--- src/rtl/cpu_types_pkg.sv ---
// Shared CPU types: register index width and the hazard controller FSM states.
package cpu_types_pkg;

  typedef logic [4:0] regbits_t;

  // Hazard controller states. DWAIT marks a MEM request still waiting on dhit;
  // HALT is absorbing until reset.
  typedef enum logic [1:0] {
    RUN   = 2'd0,
    DWAIT = 2'd1,
    HALT  = 2'd2
  } state_t;

  // True when a producer destination collides with either ID source register.
  // r0 is hardwired to zero and never creates a dependency.
  function automatic logic raw_match(input regbits_t rd,
                                     input regbits_t rs,
                                     input regbits_t rt);
    return (rd != '0) && ((rd == rs) || (rd == rt));
  endfunction

endpackage

--- src/rtl/sat_counter.sv ---
// Event counter, either saturating at all-ones or wrapping modulo 2^CNT_W.
module sat_counter #(
  parameter int CNT_W    = 16,
  parameter bit SATURATE = 1'b0
) (
  input  logic             CLK,
  input  logic             nRST,
  input  logic             inc_i,
  output logic [CNT_W-1:0] cnt_o
);

  logic [CNT_W-1:0] cnt_q;
  logic [CNT_W-1:0] cnt_d;
  logic             at_max;

  assign at_max = &cnt_q;

  // Next count: hold when idle, or when saturating and already at the top.
  always_comb begin
    cnt_d = cnt_q;
    if (inc_i && !(SATURATE && at_max)) begin
      cnt_d = cnt_q + CNT_W'(1);
    end
  end

  // Count register, cleared asynchronously by reset.
  always_ff @(posedge CLK or negedge nRST) begin
    if (!nRST) begin
      cnt_q <= '0;
    end else begin
      cnt_q <= cnt_d;
    end
  end

  assign cnt_o = cnt_q;

endmodule

--- src/rtl/hazard_unit.sv ---
// Pipeline hazard controller: load-use bubbles, memory wait freezes,
// redirect squashes and terminal halt for the 5-stage datapath.
module hazard_unit
  import cpu_types_pkg::*;
#(
  parameter int CNT_W = 16
) (
  input  logic             CLK,
  input  logic             nRST,
  input  regbits_t         id_rs,
  input  regbits_t         id_rt,
  input  regbits_t         ex_rd,
  input  logic             ex_memRd,
  input  logic             ex_regWr,
  input  logic             mem_dREN,
  input  logic             mem_dWEN,
  input  logic             dhit,
  input  logic             ihit,
  input  logic             redirect,
  input  logic             wb_halt,
  output logic             pc_en,
  output logic             ifid_en,
  output logic             idex_en,
  output logic             exmem_en,
  output logic             memwb_en,
  output logic             ifid_flush,
  output logic             idex_flush,
  output logic             exmem_flush,
  output logic             halted,
  output logic [CNT_W-1:0] stall_cnt,
  output logic [CNT_W-1:0] flush_cnt
);

  state_t state_q;
  state_t state_d;

  logic dfreeze;
  logic lduse;
  logic halt_now;
  logic squash;
  logic stall_inc;

  assign dfreeze = (mem_dREN | mem_dWEN) & ~dhit;
  assign lduse   = ex_memRd & ex_regWr & raw_match(ex_rd, id_rs, id_rt);

  // Halt takes effect combinationally in the wb_halt cycle, then via state.
  assign halt_now = (state_q == HALT) | wb_halt;

  // Next state: halt dominates from anywhere; otherwise track the data wait.
  always_comb begin
    state_d = state_q;
    if (wb_halt) begin
      state_d = HALT;
    end else begin
      case (state_q)
        RUN:     if (dfreeze) state_d = DWAIT;
        DWAIT:   if (dhit)    state_d = RUN;
        HALT:    state_d = HALT;
        default: state_d = RUN;
      endcase
    end
  end

  // Priority mux for enables/flushes; reset forces the no-hazard pattern.
  always_comb begin
    pc_en       = 1'b1;
    ifid_en     = 1'b1;
    idex_en     = 1'b1;
    exmem_en    = 1'b1;
    memwb_en    = 1'b1;
    ifid_flush  = 1'b0;
    idex_flush  = 1'b0;
    exmem_flush = 1'b0;
    halted      = 1'b0;
    squash      = 1'b0;
    if (!nRST) begin
      // Latches reset on their own; present a plain running pipe meanwhile.
    end else if (halt_now) begin
      pc_en    = 1'b0;
      ifid_en  = 1'b0;
      idex_en  = 1'b0;
      exmem_en = 1'b0;
      memwb_en = 1'b0;
      halted   = 1'b1;
    end else if (dfreeze) begin
      // Whole pipe holds while the data access is outstanding.
      pc_en    = 1'b0;
      ifid_en  = 1'b0;
      idex_en  = 1'b0;
      exmem_en = 1'b0;
      memwb_en = 1'b0;
    end else if (redirect) begin
      // PC takes the target even without ihit; wrong-path work is squashed,
      // which also covers any coincident load-use or fetch stall.
      ifid_flush  = 1'b1;
      idex_flush  = 1'b1;
      exmem_flush = 1'b1;
      squash      = 1'b1;
    end else if (lduse) begin
      // One bubble suffices: next cycle the load is in MEM and gets forwarded.
      pc_en      = 1'b0;
      ifid_en    = 1'b0;
      idex_flush = 1'b1;
    end else if (!ihit) begin
      // Fetch not ready: hold PC, bubble into ID, let older work drain.
      pc_en      = 1'b0;
      ifid_flush = 1'b1;
    end
  end

  assign stall_inc = nRST & ~pc_en & ~halted;

  // FSM state register.
  always_ff @(posedge CLK or negedge nRST) begin
    if (!nRST) begin
      state_q <= RUN;
    end else begin
      state_q <= state_d;
    end
  end

  sat_counter #(
    .CNT_W    (CNT_W),
    .SATURATE (1'b1)
  ) u_stall_cnt (
    .CLK   (CLK),
    .nRST  (nRST),
    .inc_i (stall_inc),
    .cnt_o (stall_cnt)
  );

  sat_counter #(
    .CNT_W    (CNT_W),
    .SATURATE (1'b0)
  ) u_flush_cnt (
    .CLK   (CLK),
    .nRST  (nRST),
    .inc_i (squash),
    .cnt_o (flush_cnt)
  );

endmodule
--- config.mk ---
export PLATFORM = sky130hd
export DESIGN_NAME = hazard_unit
export DESIGN_NICKNAME = d
export VERILOG_FILES = /design/src/rtl/cpu_types_pkg.sv /design/src/rtl/sat_counter.sv /design/src/rtl/hazard_unit.sv
export SDC_FILE = /design/constraint.sdc
export NUM_CORES = 1
export LEC_CHECK = 0
export BUFFER_PORTS_ARGS = -buffer_cell sky130_fd_sc_hd__buf_2
export CAP_MARGIN = 0
export CORE_ASPECT_RATIO = 1.2
export CORE_MARGIN = 5
export CORE_UTILIZATION = 53
export DETAILED_ROUTE_END_ITERATION = 6
export GPL_TIMING_DRIVEN = 1
export PLACE_DENSITY = 0.8
export SLEW_MARGIN = 20
export SYNTH_ARGS = -nofsm -noshare
export SYNTH_HDL_FRONTEND = slang
export SYNTH_HIERARCHICAL = 1
export SYNTH_SLANG_ARGS = --single-unit
--- constraint.sdc ---
create_clock -name CLK -period 4.75 [get_ports CLK]
set_input_delay 0.95 -clock CLK [delete_from_list [all_inputs] [get_ports CLK]]
set_output_delay 0.95 -clock CLK [all_outputs]
set_load 0.02 [all_outputs]
==> flow_summary.json <==
{
  "layout-drive-gt1-share": 0.366,
  "gp_congestion": 0.871,
  "clock_latency_ns": 0.28,
  "clkPwrFrac": 0.475,
  "startpoint": "ex_rd[0]",
  "synth_edf_count": 0,
  "layout_min_cycle_time_ns": 3.27,
  "place_ws_ns": 1.35,
  "cts_sinks": 34,
  "post_synth.cell_area_avg_sq_um": 10.6,
  "post_cts_buffers": 0,
  "arrival_ns": 2.32,
  "antenna_found_initial": 0,
  "die_w_um": 64.1,
  "post_cts_resized": 0,
  "nets": 272,
  "cp-end-kind": "output port",
  "critPathLaunchType": "input pin",
  "initialDrtViolationCount": 54,
  "synthFlopType": "dfrtp_1",
  "totalPowerFinal_uw": 686,
  "grt_pass1_wl_um": 6960,
  "r2r_cells": 9,
  "internal-power_uw": 543,
  "r2r_end": "u_stall_cnt/cnt_o[9]",
  "wire_per_inst_um": 14.4,
  "min_path_type": "reg2reg",
  "core_area_sq_mm": 0.00337,
  "die_area_sq_mm": 0.00480,
  "fin_skew_ns": 0.00251,
  "cts_tree": "done",
  "hpwl_um": 3190,
  "pwr-share-comb": 0.086,
  "p_sw_uw": 143,
  "diodes": 0,
  "syn_nets": 202,
  "viasPerCell": 5.40,
  "syn_inst": 175,
  "setup_violations": 0,
  "numPortBuffers": 65,
  "pwr_density_cell_mw_per_mm2": 290,
  "vdd_ir_drop_max_uv": 318,
  "vias": 1528,
  "synth.distinct_cells": 39,
  "r2r_slack_ns": 2.28,
  "clk_path_buf_depth": 2,
  "cts_buffers": 5,
  "hold_viol": 0,
  "drc": 0,
  "postRouteAntennaNets": 0,
  "cp.required_ns": 3.80,
  "finalWorstSetupSlack_ns": 1.48,
  "grt_max_degree": 24,
  "rsz0062_at_grt": "no",
  "slew_headroom": 0.528,
  "status": "finished clean",
  "fin_util": 0.702,
  "drt_wl_total_um": 4070,
  "synthesis.area_sq_mm": 0.00186,
  "finalSetupTns_ns": 0,
  "nFillCells": 282,
  "firstDrtPassIters": 4,
  "mostFrequentLayoutCell": "buf_2",
  "rows": 23,
  "overflow": 0,
  "fmax_ghz": 0.306,
  "crit_path_end": "pc_en",
  "synthArstFlopShare": 1.00,
  "ios": 66,
  "cts_root_buf": "clkbuf_8",
  "yosys_register_bits": 34,
  "leakage_nw": 1.27,
  "htreeDepth": 2,
  "drv_slew": 0,
  "post-route-period-util": 0.688,
  "yosysSeqAreaShare": 0.457,
  "cp_max_fo": 3,
  "cts.clk_slew.worst_paths_ns": 0.07,
  "tightest_slew_ns": 0.703,
  "worst-setup-path-type": "in2out",
  "syn2layout_area_growth_pct": 26.9,
  "timing.rr.start": "state_q[0]",
  "p_seq_frac": 0.438,
  "final_cell_mix": "65 x buf_2, 34 x dfrtp_1, 22 x xnor2_1, 15 x nand2_1, 14 x xor2_1",
  "grt_pass1_vias": 1555,
  "die_h_um": 74.9,
  "initial_core_util": 0.553,
  "switching_share": 0.208,
  "drv_cap": 0,
  "ys_warn_count": 6,
  "hold_buffers": 0,
  "grt_usage": 0.182
}
==> synthesized netlist by cell type, types with 2 or more instances <==
cell type   n  area, sq um
nand4_1     6         37.5
nand2b_1    2         12.5
nand2_1    15         56.3
mux2_2      4         45.0
nand3_1    13         65.1
xnor2_1    22          193
dfrtp_1    34          851
nand4_4     2         42.5
nand4_2     2         25.0
nor2_1     11         41.3
xor2_1     14          123
and4_1      3         26.3
and3_1      2         12.5
nor3_2      2         20.0
buf_4       2         15.0
a21oi_1     3         15.0
nor3_1      7         35.0
nor4_2      2         25.0
o21ai_0     3         15.0
inv_1       6         22.5
ha_1        2         25.0
==> worst min-delay path by stage <==
stage	to	slack (ns)	from	cells past startpoint
after floorplan	state_q[0]	0.43	state_q[1]	1
after global placement	state_q[0]	0.46	state_q[1]	1
after detailed placement	u_flush_cnt/cnt_o[15]	0.47	u_flush_cnt/cnt_o[15]	1
after CTS	state_q[0]	0.48	state_q[1]	1
after global routing	state_q[0]	0.49	state_q[1]	1
final	u_flush_cnt/cnt_o[15]	0.47	u_flush_cnt/cnt_o[15]	1
==> power groups by stage <==
| stage | Combinational [mW] | Clock, mW | Sequential [mW] |
|---|---|---|---|
| after detailed placement | 0.0603 | 0 | 0.306 |
| after CTS | 0.0604 | 0.337 | 0.301 |
| after global routing | 0.0655 | 0.351 | 0.302 |
| final | 0.0593 | 0.326 | 0.301 |
| after global placement | 0.0587 | 0 | 0.306 |
| after floorplan | 0.0248 | 0 | 0.311 |
==> cells by family (layout without fill, tap and decap cells) <==
family	after synthesis	after routing	share of synthesized area
AND/OR/NAND/NOR	74	74	0.247
multiplexers	5	5	0.0302
AO/OA/AOI/OAI	15	15	0.0598
flip-flops	34	34	0.457
adder cells (fa/ha/maj)	2	2	0.0134
XOR/XNOR	36	36	0.169
buffers and inverters	9	80	0.0228
==> final cells by class <==
| type | count | area (sq um) | share of cell area |
|---|---|---|---|
| Multi-Input combinational cell | 132 | 968 | 0.410 |
| Sequential cell | 34 | 851 | 0.360 |
| Timing Repair Buffer | 66 | 333 | 0.141 |
| Clock buffer | 6 | 82.6 | 0.0349 |
| Clock inverter | 2 | 60.1 | 0.0254 |
| Tap cell | 37 | 46.3 | 0.0196 |
| Inverter | 6 | 22.5 | 0.00953 |
==> critical path: stages <==
cell	delay [ns]
buf_2	0.12
or3_1	0.36
o311a_1	0.34
a211oi_2	0.26
or2_1	0.13
buf_2	0.15
==> per-layer routing <==
layer  GRT usage  up-vias  part of all wire
met5           0        -                 0
met4      0.0633        0            0.0086
met3      0.0522        5             0.056
met2       0.326       32              0.54
met1       0.210      731              0.40
li1            -      760                 -
==> flip-flops by register name, summed over array words and instances (netlist names) <==
| register | flops |
|---|---|
| state_q | 2 |
| u_flush_cnt/cnt_o | 16 |
| u_stall_cnt/cnt_o | 16 |
==> per-stage QoR <==
stage | hold WS (ns) | instances | instance area [sq um]
after floorplan | 0.433 | 175 | 1860
after global routing | 0.493 | 283 | 2360
after global placement | 0.456 | 275 | 2220
after CTS | 0.477 | 283 | 2360
after detailed placement | 0.466 | 275 | 2220
final | 0.472 | 283 | 2360
No activity file was read; power rests on OpenSTA's default activity.
